## src/rtl/mult_ctrl_pkg.sv

```systemverilog
// Shared definitions for the sequential 16x16 vedic multiplier controller.
//   - state_t      : controller FSM encoding (IDLE / MUL / DONE)
//   - STEP_*       : partial-product step indices (which byte pair is multiplied)
//   - OP_W/PROD_W  : operand and product widths
//   - align_pp()   : places an 8x8 partial product at its weight for a given step
package mult_ctrl_pkg;

  localparam int OP_W   = 16;
  localparam int PROD_W = 32;
  localparam int BYTE_W = 8;
  localparam int PP_W   = 2 * BYTE_W;

  typedef enum logic [1:0] {
    ST_IDLE = 2'd0,
    ST_MUL  = 2'd1,
    ST_DONE = 2'd2
  } state_t;

  // Step order: low x low, low x high, high x low, high x high.
  localparam logic [1:0] STEP_LL = 2'd0;
  localparam logic [1:0] STEP_LH = 2'd1;
  localparam logic [1:0] STEP_HL = 2'd2;
  localparam logic [1:0] STEP_HH = 2'd3;

  // Cross terms carry weight 2^8, the high x high term weight 2^16.
  function automatic logic [PROD_W-1:0] align_pp(input logic [PP_W-1:0] pp,
                                                 input logic [1:0]      step);
    logic [PROD_W-1:0] w_res;
    w_res = '0;
    case (step)
      STEP_LL: w_res = {16'h0000, pp};
      STEP_LH,
      STEP_HL: w_res = {8'h00, pp, 8'h00};
      default: w_res = {pp, 16'h0000};
    endcase
    return w_res;
  endfunction

endpackage

```

## src/rtl/eight_bit_vedic_multiplier.sv

```systemverilog
// Purely combinational 8x8 unsigned multiplier built in the vedic
// (urdhva-tiryagbhyam, "vertically and crosswise") style: a 2x2 cell, four
// of those form a 4x4, four 4x4 blocks form the 8x8.
// Ports (eight_bit_vedic_multiplier):
//   i_a [7:0]  multiplicand byte
//   i_b [7:0]  multiplier byte
//   o_p [15:0] product
module vedic_2x2 (
  input  logic [1:0] i_a,
  input  logic [1:0] i_b,
  output logic [3:0] o_p
);
  logic w_t1;
  logic w_t2;
  logic w_hh;
  logic w_c;

  assign w_t1   = i_a[1] & i_b[0];
  assign w_t2   = i_a[0] & i_b[1];
  assign w_hh   = i_a[1] & i_b[1];
  assign w_c    = w_t1 & w_t2;
  assign o_p[0] = i_a[0] & i_b[0];
  assign o_p[1] = w_t1 ^ w_t2;
  assign o_p[2] = w_hh ^ w_c;
  assign o_p[3] = w_hh & w_c;
endmodule

module vedic_4x4 (
  input  logic [3:0] i_a,
  input  logic [3:0] i_b,
  output logic [7:0] o_p
);
  logic [3:0] w_q0;
  logic [3:0] w_q1;
  logic [3:0] w_q2;
  logic [3:0] w_q3;

  vedic_2x2 u_ll (.i_a(i_a[1:0]), .i_b(i_b[1:0]), .o_p(w_q0));
  vedic_2x2 u_hl (.i_a(i_a[3:2]), .i_b(i_b[1:0]), .o_p(w_q1));
  vedic_2x2 u_lh (.i_a(i_a[1:0]), .i_b(i_b[3:2]), .o_p(w_q2));
  vedic_2x2 u_hh (.i_a(i_a[3:2]), .i_b(i_b[3:2]), .o_p(w_q3));

  // Crosswise terms land at weight 2^2, the vertical high term at 2^4.
  assign o_p = {4'h0, w_q0} + {2'b00, w_q1, 2'b00} + {2'b00, w_q2, 2'b00} + {w_q3, 4'h0};
endmodule

module eight_bit_vedic_multiplier (
  input  logic [7:0]  i_a,
  input  logic [7:0]  i_b,
  output logic [15:0] o_p
);
  logic [7:0] w_q0;
  logic [7:0] w_q1;
  logic [7:0] w_q2;
  logic [7:0] w_q3;

  vedic_4x4 u_ll (.i_a(i_a[3:0]), .i_b(i_b[3:0]), .o_p(w_q0));
  vedic_4x4 u_hl (.i_a(i_a[7:4]), .i_b(i_b[3:0]), .o_p(w_q1));
  vedic_4x4 u_lh (.i_a(i_a[3:0]), .i_b(i_b[7:4]), .o_p(w_q2));
  vedic_4x4 u_hh (.i_a(i_a[7:4]), .i_b(i_b[7:4]), .o_p(w_q3));

  assign o_p = {8'h00, w_q0} + {4'h0, w_q1, 4'h0} + {4'h0, w_q2, 4'h0} + {w_q3, 8'h00};
endmodule

```

## src/rtl/vedic_mult16_seq_ctrl.sv

```systemverilog
// Sequential 16x16 unsigned multiplier: one shared 8x8 vedic multiplier is
// time-multiplexed over four partial products accumulated into a 32-bit sum.
// Approximate mode starts at step 1, skipping the low x low product.
// Ports:
//   clk, rst_n         clock, synchronous active-low reset
//   in_valid/in_ready  operand handshake (in_a, in_b, in_approx)
//   out_valid/out_ready result handshake (out_p, out_approx)
//   busy               high while in MUL or DONE
//   dbg_state          current FSM state (mult_ctrl_pkg::state_t encoding)
//
// Handshake semantics (both sides): a transfer happens on a rising edge where
// valid && ready are both high. The producer holds valid and its data stable
// until that edge. Operands are only accepted in IDLE; the result is held in
// DONE until the sink takes it, and there is no same-cycle accept/complete.
module vedic_mult16_seq_ctrl
  import mult_ctrl_pkg::*;
#(
  parameter bit ALLOW_APPROX = 1'b1
) (
  input  logic        clk,
  input  logic        rst_n,
  input  logic        in_valid,
  output logic        in_ready,
  input  logic [15:0] in_a,
  input  logic [15:0] in_b,
  input  logic        in_approx,
  output logic        out_valid,
  input  logic        out_ready,
  output logic [31:0] out_p,
  output logic        out_approx,
  output logic        busy,
  output logic [1:0]  dbg_state
);

  state_t            r_state;
  logic [1:0]        r_step;
  logic [PROD_W-1:0] r_acc;
  logic [OP_W-1:0]   r_a;
  logic [OP_W-1:0]   r_b;
  logic              r_approx;
  logic              r_in_ready;
  logic              r_busy;
  logic              r_out_valid;
  logic [PROD_W-1:0] r_out_p;
  logic              r_out_approx;

  logic [BYTE_W-1:0] w_mul_a;
  logic [BYTE_W-1:0] w_mul_b;
  logic [PP_W-1:0]   w_pp;
  logic [PROD_W-1:0] w_acc_next;
  logic              w_eff_approx;

  // Byte selection for the shared multiplier, driven by the current step.
  always_comb begin
    w_mul_a = r_a[7:0];
    w_mul_b = r_b[7:0];
    case (r_step)
      STEP_LH: w_mul_b = r_b[15:8];
      STEP_HL: w_mul_a = r_a[15:8];
      STEP_HH: begin
        w_mul_a = r_a[15:8];
        w_mul_b = r_b[15:8];
      end
      default: ;
    endcase
  end

  eight_bit_vedic_multiplier u_mul (
    .i_a(w_mul_a),
    .i_b(w_mul_b),
    .o_p(w_pp)
  );

  // Largest possible sum is 0xFFFE0001, so a 32-bit accumulator never carries out.
  assign w_acc_next   = r_acc + align_pp(w_pp, r_step);
  assign w_eff_approx = in_approx & ALLOW_APPROX;

  always_ff @(posedge clk) begin
    if (!rst_n) begin
      r_state      <= ST_IDLE;
      r_step       <= STEP_LL;
      r_acc        <= '0;
      r_a          <= '0;
      r_b          <= '0;
      r_approx     <= 1'b0;
      r_in_ready   <= 1'b1;
      r_busy       <= 1'b0;
      r_out_valid  <= 1'b0;
      r_out_p      <= '0;
      r_out_approx <= 1'b0;
    end else begin
      case (r_state)
        ST_IDLE: begin
          if (in_valid && r_in_ready) begin
            r_a        <= in_a;
            r_b        <= in_b;
            r_approx   <= w_eff_approx;
            r_acc      <= '0;
            r_step     <= w_eff_approx ? STEP_LH : STEP_LL;
            r_in_ready <= 1'b0;
            r_busy     <= 1'b1;
            r_state    <= ST_MUL;
          end
        end
        ST_MUL: begin
          r_acc  <= w_acc_next;
          r_step <= r_step + 2'd1;
          if (r_step == STEP_HH) begin
            // Result is registered on the same edge as the last accumulation.
            r_out_p      <= w_acc_next;
            r_out_approx <= r_approx;
            r_out_valid  <= 1'b1;
            r_state      <= ST_DONE;
          end
        end
        ST_DONE: begin
          if (r_out_valid && out_ready) begin
            r_out_valid <= 1'b0;
            r_in_ready  <= 1'b1;
            r_busy      <= 1'b0;
            r_state     <= ST_IDLE;
          end
        end
        default: begin
          r_state    <= ST_IDLE;
          r_in_ready <= 1'b1;
          r_busy     <= 1'b0;
        end
      endcase
    end
  end

  assign in_ready   = r_in_ready;
  assign busy       = r_busy;
  assign out_valid  = r_out_valid;
  assign out_p      = r_out_p;
  assign out_approx = r_out_approx;
  assign dbg_state  = r_state;

endmodule

```

## config.mk

```make
export PLATFORM = sky130hd
export DESIGN_NAME = vedic_mult16_seq_ctrl
export DESIGN_NICKNAME = d
export VERILOG_FILES = /design/src/rtl/mult_ctrl_pkg.sv /design/src/rtl/eight_bit_vedic_multiplier.sv /design/src/rtl/vedic_mult16_seq_ctrl.sv
export SDC_FILE = /design/constraint.sdc
export NUM_CORES = 1
export LEC_CHECK = 0
export BUFFER_PORTS_ARGS = -buffer_cell sky130_fd_sc_hd__buf_2
export CAP_MARGIN = 20
export CORE_ASPECT_RATIO = 1.25
export CORE_MARGIN = 3
export CORE_UTILIZATION = 61
export CTS_CLUSTER_SIZE = 30
export DETAILED_ROUTE_END_ITERATION = 8
export PLACE_DENSITY = 0.84
export SKIP_CTS_REPAIR_TIMING = 1
export SLEW_MARGIN = 20
export SYNTH_ARGS = -nofsm -noshare
export SYNTH_HDL_FRONTEND = slang
export SYNTH_SLANG_ARGS = --single-unit
```

## constraint.sdc

```tcl
create_clock -name clk -period 11.3 [get_ports clk]
set_input_delay 2.26 -clock clk [delete_from_list [all_inputs] [get_ports clk]]
set_output_delay 2.26 -clock clk [all_outputs]
set_load 0.01 [all_outputs]
```

==> summary.txt, run 1 <==
Cells and area
  • Area grow syn2layout: 8.86%
  • Fin area: 9350 um2
  • Commonest non-fill, non-tap cells in the layout: nand2_1, dfxtp_1, ha_1
  • Most common cell after layout, fill and taps aside: nand2_1
  • Ratio of cells with drive above 1 in the final layout: 10.9%
  • N_diodes: 0
  • Nets@finish: 1297

Global routing
  • Vias in the first global route: 7400
  • Largest net degree at the start of global routing: 97
  • Grt met1 use: 32.4%
  • Tot GR Track Use: 27.2%
  • Met2 usage: 48.6%
  • First-pass GRT wire length: 35.1 mm
  • Most used routing layer: met2
  • Met3 Usage GRT: 4.32%
  • Global route overflow: 0
  • Initial antenna violation count: 0

Drt
  • Drc violations: 0
  • Drt pass-1 iters: 5
  • Antenna Nets Post-Route: 0
  • Initial DRC count: 471
  • Vias: 7621
  • Via density: 5.83
  • Final Routed Wirelength: 21.1 mm
  • Wire per inst: 16.1 um

Yosys
  • Top FF cell, synth: dfxtp_1
  • Syn Area/Cell: 7.93 um2
  • Asr flop ratio synth: 0%
  • Cell Area, Synth: 8580 um2
  • Netlist cell types: 68
  • Seq cells post-synth: 105
  • Post-synth EDFFs: 0
  • YS warnings: 0
  • Syn Inst Count: 1083
  • Mapped Nets: 1249
  • Sequential fraction of the synthesis area: 24.5%

Critical path
  • Worst EP arrival: 9970 ps
  • Setup crit end kind: flop
  • Max incr delay on CP: 760 ps
  • Critical path class: reg2reg
  • Critical-path top delay cell: nor2_1
  • Crit path max fanout: 18
  • Critical Path Source Type: flop
  • Critical Path RT: 11610 ps
  • Crit. Startpoint: r_step[0]
  • Buf/Inv on CP: 4
  • R2r startpoint: r_step[0]
  • Delay-heaviest family, CP: adder cells
  • CP most frequent cell: ha_1

Power and ir drop
  • Sequential Power Share: 45.8%
  • Cell Int Power: 0.587 mW
  • Clk pwr share: 36.3%
  • PwrDens: 91.0 nW/um2
  • Max VDD drop: 0.155 mV
  • Net Switching: 0.264 mW
  • Sw Ratio: 31.0%
  • Total power: 0.851 mW
  • Combinational share of power: 17.9%
  • Leakage: 4.47 nW

Timing
  • TNS Setup: 0 ps
  • Worst slew pin tran: 900 ps
  • Post-route worst setup slack: 1640 ps
  • Slew HR: 39.8%
  • RSZ-0062 raised after global routing: false
  • Tcrit/Tclk final: 85.5%
  • Period minus WS final: 9660 ps
  • Clock Skew: 8.81 ps
  • Setup violators final: 0
  • Max Slew Vio Count: 0
  • FMAX: 104 MHz
  • Hold violation total from the final report: 0

Floorplanning
  • Boundary Pins: 75
  • Rows: 47
  • Starting Density: 63.5%
  • Die Y: 139 um
  • Floorplan Core Area: 13500 um2
  • Die area: 15500 um2
  • Chip width: 112 um

Placed design
  • Placed wire-length estimate: 16.2 mm
  • Routability-driven placement congestion ratio: 0.960
  • Port buffer count: 74
  • Placement Setup Slack: 1850 ps
  • Placed cell areas: 9050 um2

Clock network
  • CTS buffer count: 9
  • Clock buffer depth: 2
  • CTS H-tree depth: 3
  • TritonCTS clock tree: yes
  • Sink Count: 105
  • Clock Latency Late Sink: 370 ps
  • Worst-path clk slew: 80 ps
  • Clock root buffer: clkbuf_16

Worst hold path
  • Hold path start: r_acc[27]
  • Hold Crit Class: reg2reg

Outcome
  • Status: finished, final reports clean

Flow run
  • Maxcap violations: 0
[final timing paths]
path	slack (ps)	depth (start not counted)	endpoint
max reg2reg	1640	37	out_p[28]
min	450	2	r_acc[27]
max	1640	37	out_p[28]
min reg2reg	450	2	r_acc[27]
[cells by family after synthesis]
logic type	after synthesis	share of synthesized area, %
adder cells (fa/ha/maj)	129	21.2
buffers and inverters	132	5.84
AND/OR/NAND/NOR	379	19.6
AO/OA/AOI/OAI	271	21.8
multiplexers	17	1.98
XOR/XNOR	50	5.10
flip-flops	105	24.5
[flip-flops by register name (all words and copies together), names as in the netlist]
register / flops
out_p: 32
r_acc: 32
r_a: 16
r_b: 16
dbg_state: 2
r_step: 2
busy: 1
in_ready: 1
out_approx: 1
out_valid: 1
r_approx: 1
[Yosys cell counts, drive strengths merged, types with 22 or more instances]
master  number  area, um2
clkbuf      36        135
a21o        22        165
a21boi      67        503
o21ai       51        270
nand3       26        130
nand2      170        638
a21oi       54        274
fa          27        541
ha         102       1280
nor2        97        364
inv         88        330
xnor2       29        254
dfxtp      105       2100
[power by group through the flow]
| stage | clock [mW] | combinational (mW) | sequential, mW |
|---|---|---|---|
| 2_1_floorplan | 0 | 0.108 | 0.396 |
| 3_3_place_gp | 0 | 0.149 | 0.398 |
| 3_5_place_dp | 0 | 0.150 | 0.398 |
| 4_1_cts | 0.315 | 0.151 | 0.389 |
| 5_1_grt | 0.327 | 0.169 | 0.391 |
| 6_report | 0.309 | 0.152 | 0.390 |
[stage by stage]
| stage | std cells | hold WS [ps] | utilization [%] |
|---|---|---|---|
| floorplan | 1083 | 430 | - |
| global placement | 1291 | 440 | 66.9 |
| detailed placement | 1291 | 445 | 66.9 |
| CTS | 1307 | 456 | 69.1 |
| global route | 1307 | 484 | 69.1 |
| finish | 1307 | 453 | 69.1 |
[cell type report]
type,instances,area [um2]
fill,1125,4180
clock buffer,9,225
inverter,88,330
sequential,105,2100
multi-input combinational,846,5990
clock inverter,7,65.1
tap,171,214
timing repair buffer,81,423
[layer usage]
layer	share of wire (%)	vias to the layer above	wire (um)
met2	51	180	10800
met1	41	3588	8710
met4	3.4	0	719
li1	-	3801	-
met5	0	-	0
met3	4.1	52	863
[tightest hold or removal path, stage by stage, from the launching register on]
cell	delay [ps]
dfxtp_1	320
nand2_1	50
o21ai_1	50
No activity file was read; power rests on OpenSTA's default activity.
==> run 2: changes to the inputs <==
GPL_TIMING_DRIVEN = 0   (was default)
SETUP_SLACK_MARGIN = 0.02   (was default)
==> run 2 against run 1 <==
Against the previous run:
- sequential cell count stayed put
- hold slack better by 7.2 ps
- power is 2.3% higher
- clock-buffer cell count is 1 higher
- register-to-register slack worse by 520 ps
- maximum frequency is 5.2% lower
- largest cell class unchanged
==> summary.txt, run 2 (synthesized netlist as in run 1, its figures left out) <==
Outcome
  • Status: finished, final reports clean (unchanged)

Drt
  • Drt pass-1 iters: 5 (unchanged)
  • Final Routed Wirelength: 22.5 mm (was 21.1 mm)
  • Antenna Nets Post-Route: 0 (unchanged)
  • Drc violations: 0 (unchanged)
  • Via density: 5.88 (was 5.83)
  • Wire per inst: 16.7 um (was 16.1 um)
  • Initial DRC count: 561 (was 471)
  • Vias: 7902 (was 7621)

Critical path
  • Crit path max fanout: 9 (was 18)
  • R2r startpoint: r_step[0] (unchanged)
  • Worst reg2reg path endpoint: out_p[30] (was out_p[28])
  • Critical-path top delay cell: mux2i_1 (was nor2_1)
  • Critical Path RT: 11580 ps (was 11610 ps)
  • Max incr delay on CP: 800 ps (was 760 ps)
  • Worst reg-to-reg path cell count: 38 (was 37)
  • Critical Path Source Type: flop (unchanged)
  • CP most frequent cell: ha_1 (unchanged)
  • Setup crit end kind: flop (unchanged)
  • Worst EP arrival: 10460 ps (was 9970 ps)
  • Reg-to-reg setup timing slack: 1120 ps (was 1640 ps)
  • Critical path class: reg2reg (unchanged)

Cells and area
  • Filler Cells Inserted: 1140 (was 1125)
  • N_diodes: 0 (unchanged)
  • Ratio of cells with drive above 1 in the final layout: 10.2% (was 10.9%)
  • Flip-flop and latch area: 2100 um2 (unchanged)
  • Most common cell after layout, fill and taps aside: nand2_1 (unchanged)
  • Nets@finish: 1334 (was 1297)
  • Area grow syn2layout: 10.4% (was 8.86%)
  • Commonest non-fill, non-tap cells in the layout: nand2_1, dfxtp_1, ha_1 (unchanged)
  • Footprint of the multi-input gates: 5990 um2 (unchanged)

Worst hold path
  • Hold path start: out_approx (was r_acc[27])
  • Hold Crit Class: reg2reg (unchanged)
  • Min-Delay Path Depth: 2 (unchanged)
  • Worst Hold Path EP: out_approx (was r_acc[27])

Global routing
  • Initial antenna violation count: 0 (unchanged)
  • Global route overflow: 0 (unchanged)
  • Vias in the first global route: 7738 (was 7400)
  • Largest net degree at the start of global routing: 20 (was 97)
  • First-pass GRT wire length: 37.1 mm (was 35.1 mm)
  • Tot GR Track Use: 29.0% (was 27.2%)

Timing
  • RSZ-0062 raised after global routing: false (unchanged)
  • Clock Skew: 13.1 ps (was 8.81 ps)
  • Tcrit/Tclk final: 90.1% (was 85.5%)
  • Slew HR: 35.5% (was 39.8%)
  • FMAX: 98.2 MHz (was 104 MHz)
  • Worst slew pin tran: 941 ps (was 900 ps)
  • Hold Slack: 460 ps (was 453 ps)
  • Setup violators final: 0 (unchanged)
  • TNS Setup: 0 ps (unchanged)
  • Hold violation total from the final report: 0 (unchanged)
  • Period minus WS final: 10180 ps (was 9660 ps)
  • Max Slew Vio Count: 0 (unchanged)

Floorplanning
  • Die area: 15500 um2 (unchanged)
  • Rows: 47 (unchanged)
  • Starting Density: 63.5% (unchanged)
  • Chip width: 112 um (unchanged)
  • Floorplan Core Area: 13500 um2 (unchanged)
  • Die Y: 139 um (unchanged)
  • Boundary Pins: 75 (unchanged)

Flow run
  • Maxcap violations: 0 (unchanged)

Placed design
  • Port buffer count: 74 (unchanged)
  • Placed wire-length estimate: 18.0 mm (was 16.2 mm)
  • Routability-driven placement congestion ratio: 0.956 (was 0.960)

Clock network
  • Sink Count: 105 (unchanged)
  • CTS buffer count: 9 (unchanged)
  • Worst-path clk slew: 80 ps (about the same)
  • CTS H-tree depth: 3 (unchanged)
  • TritonCTS clock tree: yes (unchanged)
  • Clock buffer depth: 2 (unchanged)
  • Clock root buffer: clkbuf_16 (unchanged)
  • Clock Latency Late Sink: 370 ps (about the same)

Power and ir drop
  • Leakage: 4.51 nW (was 4.47 nW)
  • Max VDD drop: 0.118 mV (was 0.155 mV)
  • PwrDens: 91.9 nW/um2 (was 91.0 nW/um2)
run 2: changes by cell type in the layout (fill, tap and decap cells not counted):
cell / before / now
clkbuf_1: 0 / 36
buf_4: 7 / 1
buf_1: 0 / 5
buf_2: 74 / 76
clkbuf_8: 0 / 1
clkinv_2: 1 / 0
clkinv_4: 1 / 2
clkinvlp_4: 2 / 1
run 2: worst max path at each step:
stage,slack [ps],startpoint,end,cells past startpoint
floorplan,2800,r_step[0],out_p[28],37
global placement,1480,r_step[0],out_p[28],36
detailed placement,1210,r_step[0],r_acc[28],38
CTS,1140,r_step[0],out_p[30],38
global route,350,r_step[0],r_acc[29],39
finish,1120,r_step[0],out_p[30],38
run 2: where the power goes:
part	internal (mW)	switching, mW
sequential	0.381	0.00689
clock	0.161	0.159
combinational	0.0539	0.108
run 2: cell type report:
cell class              count  share of cell area (%)
plain buffers              44                    1.81
well taps                 171                    2.26
clock buffers              10                    2.52
clock inverters             6                   0.647
flip-flops and latches    105                    22.2
inverters                  88                    3.49
multi-input cells         846                    63.2
repair buffers             74                    3.91
run 2: worst max-delay path: cells and delay by family, from the launching register on:
family | cells | cell delay (ps)
AOI/OAI and AO/OA | 11 | 2450
xor gates and xnor gates | 2 | 380
adders and majority gates | 10 | 3170
buffers and inverters | 5 | 430
DFF | 1 | 370
muxes | 1 | 800
and+or+nand+nor | 9 | 2490
run 2: stage by stage:
step | instance area [um2] | instances | setup slack (ps) | utilization [%] | power (mW)
floorplan | 8580 | 1083 | 2800 | - | 0.504
global placement | 9170 | 1328 | 1480 | 67.8 | 0.551
detailed placement | 9170 | 1328 | 1210 | 67.8 | 0.555
CTS | 9470 | 1344 | 1140 | 70.0 | 0.867
global route | 9470 | 1344 | 351 | 70.0 | 0.900
finish | 9470 | 1344 | 1120 | 70.0 | 0.870
run 2: routing by layer:
layer / global-route usage [%] / up-vias / part of all wire, %
met5: 0 / - / 0
met4: 12.0 / 0 / 3.6
met3: 3.71 / 52 / 4.7
met2: 53.4 / 241 / 51
met1: 33.6 / 3740 / 40
li1: - / 3869 / -
==> run 3: changes to the inputs <==
CORE_UTILIZATION = 45   (was 61)
PLACE_DENSITY = default   (was 0.84)
PLACE_DENSITY_LB_ADDON = 0.3   (was default)
==> run 3 against run 2 <==
Against the previous run:
- non-clock buffer count did not move
- utilization decreased by 18 points
- register-to-register slack better by 60 ps
- final area grew 0.66%
- sequential cell count did not move
- global-route usage decreased by 6.7 points
- clock skew shrank 2.2 ps
- wire length grew 0.59%
- clock-buffer cell count is 2 higher
- worst setup slack better by 61 ps
- largest cell class unchanged
==> summary.txt, run 3 (synthesized netlist as in run 1, its figures left out) <==
Timing
  • Slew HR: 26.2% (was 35.5%)
  • Hold violation total from the final report: 0 (unchanged)
  • Setup violators final: 0 (unchanged)
  • Max Slew Vio Count: 0 (unchanged)
  • Tcrit/Tclk final: 89.6% (was 90.1%)
  • Worst slew pin tran: 1080 ps (was 941 ps)
  • TNS Setup: 0 ps (unchanged)
  • Clock Skew: 10.8 ps (was 13.1 ps)
  • FMAX: 98.8 MHz (was 98.2 MHz)
  • Period minus WS final: 10120 ps (was 10180 ps)
  • Post-route worst setup slack: 1180 ps (was 1120 ps)
  • RSZ-0062 raised after global routing: false (unchanged)

Critical path
  • Worst EP arrival: 10340 ps (was 10460 ps)
  • CP most frequent cell: ha_1 (unchanged)
  • Critical Path Source Type: flop (unchanged)
  • Critical-path top delay cell: mux2i_1 (unchanged)
  • Max incr delay on CP: 970 ps (was 800 ps)
  • Setup crit end kind: flop (unchanged)
  • Buf/Inv on CP: 5 (unchanged)
  • Critical path class: reg2reg (unchanged)
  • Critical Path RT: 11520 ps (was 11580 ps)
  • Crit path max fanout: 10 (was 9)
  • Delay-heaviest family, CP: adder cells (unchanged)

Floorplanning
  • Rows: 55 (was 47)
  • Die area: 20800 um2 (was 15500 um2)
  • Floorplan Core Area: 18400 um2 (was 13500 um2)
  • Starting Density: 46.5% (was 63.5%)
  • Die Y: 160 um (was 139 um)
  • Chip width: 130 um (was 112 um)
  • Boundary Pins: 75 (unchanged)

Clock network
  • Worst-path clk slew: 80 ps (about the same)
  • Sink Count: 105 (unchanged)
  • Clock root buffer: clkbuf_16 (unchanged)
  • CTS H-tree depth: 3 (unchanged)
  • Clock buffer depth: 2 (unchanged)
  • CTS buffer count: 9 (unchanged)
  • TritonCTS clock tree: yes (unchanged)
  • Clock Latency Late Sink: 360 ps (was 370 ps)

Power and ir drop
  • Cell Int Power: 0.599 mW (was 0.596 mW)
  • Sw Ratio: 30.8% (was 31.5%)
  • Leakage: 4.50 nW (was 4.51 nW)
  • PwrDens: 90.9 nW/um2 (was 91.9 nW/um2)
  • Clk pwr share: 36.7% (was 36.8%)
  • Net Switching: 0.267 mW (was 0.274 mW)
  • Sequential Power Share: 44.8% (was 44.6%)
  • Max VDD drop: 0.0750 mV (was 0.118 mV)
  • Combinational share of power: 18.5% (was 18.6%)
  • Total power: 0.867 mW (was 0.870 mW)

Flow run
  • Maxcap violations: 0 (unchanged)

Placed design
  • Routability-driven placement congestion ratio: 0.949 (was 0.956)
  • Placed wire-length estimate: 17.9 mm (was 18.0 mm)
  • Port buffer count: 74 (unchanged)
  • Placed cell areas: 9240 um2 (was 9170 um2)
  • Placement Setup Slack: 1290 ps (was 1210 ps)

Drt
  • Initial DRC count: 488 (was 561)
  • Drt pass-1 iters: 5 (unchanged)
  • Drc violations: 0 (unchanged)
  • Final Routed Wirelength: 22.6 mm (was 22.5 mm)
  • Via density: 5.51 (was 5.88)
  • Antenna Nets Post-Route: 0 (unchanged)
  • Wire per inst: 16.1 um (was 16.7 um)
  • Vias: 7724 (was 7902)

Cells and area
  • N_diodes: 0 (unchanged)
  • Nets@finish: 1334 (unchanged)
  • Area grow syn2layout: 11.1% (was 10.4%)
  • Commonest non-fill, non-tap cells in the layout: nand2_1, dfxtp_1, ha_1 (unchanged)
  • Fin area: 9540 um2 (was 9470 um2)
  • Ratio of cells with drive above 1 in the final layout: 10.1% (was 10.2%)
  • Most common cell after layout, fill and taps aside: nand2_1 (unchanged)

Worst hold path
  • Hold Crit Class: reg2reg (unchanged)

Outcome
  • Status: finished, final reports clean (unchanged)

Global routing
  • Largest net degree at the start of global routing: 18 (was 20)
  • First-pass GRT wire length: 37.5 mm (was 37.1 mm)
  • Initial antenna violation count: 0 (unchanged)
  • Global route overflow: 0 (unchanged)
  • Vias in the first global route: 7470 (was 7738)
  • Tot GR Track Use: 22.4% (was 29.0%)
[run 3: cell count changes in the layout (fill, tap and decap cells not counted)]
cell        previous run  this run
clkbuf_1              36        37
clkinv_4               2         0
clkinv_8               1         0
clkinvlp_4             1         2
clkbuf_8               1         2
[run 3: path summary, 6_finish.rpt]
path	to	from	slack, ps	cells after the start
worst min-delay path	out_p[21]	out_p[21]	450	2
worst min register to register	out_p[21]	out_p[21]	450	2
worst max register to register	r_acc[26]	r_step[1]	1180	38
worst max-delay path	r_acc[26]	r_step[1]	1180	38
[run 3: power groups by stage]
stage	Combinational (mW)	Clock, mW	Sequential [mW]
4_1_cts	0.160	0.328	0.389
2_1_floorplan	0.108	0	0.396
3_3_place_gp	0.157	0	0.397
6_report	0.160	0.318	0.389
3_5_place_dp	0.158	0	0.397
5_1_grt	0.179	0.341	0.390
[run 3: metal layers]
metal,global-route usage (%),vias up,routed length (um)
met5,0,-,0
met4,8.93,0,802
met1,28.4,3588,9750
li1,-,3869,-
met3,2.33,50,911
met2,38.5,217,11200
[run 3: layout make-up]
class / instances / area (um2)
Buffer: 44 / 171
Clock buffer: 12 / 256
Clock inverter: 4 / 35.0
Fill cell: 1851 / 8910
Inverter: 88 / 330
Multi-Input combinational cell: 846 / 5990
Sequential cell: 105 / 2100
Tap cell: 228 / 285
Timing Repair Buffer: 74 / 370
[run 3: metrics by stage]
step / std cells / hold WS (ps) / util [%]
after global placement: 1385 / 441 / 50.1
final: 1401 / 451 / 51.7
after CTS: 1401 / 455 / 51.7
after floorplan: 1083 / 430 / -
after global routing: 1401 / 481 / 51.7
after detailed placement: 1385 / 446 / 50.1
[run 3: worst reg2reg max path, delay by kind of cell (launching register included)]
family / cells / cell delay, ps
flops: 1 / 420
fa+ha+maj: 10 / 3110
xor+xnor: 4 / 1080
mux: 1 / 980
buf+inv: 5 / 320
compound gates: 13 / 2580
simple gates: 5 / 1500
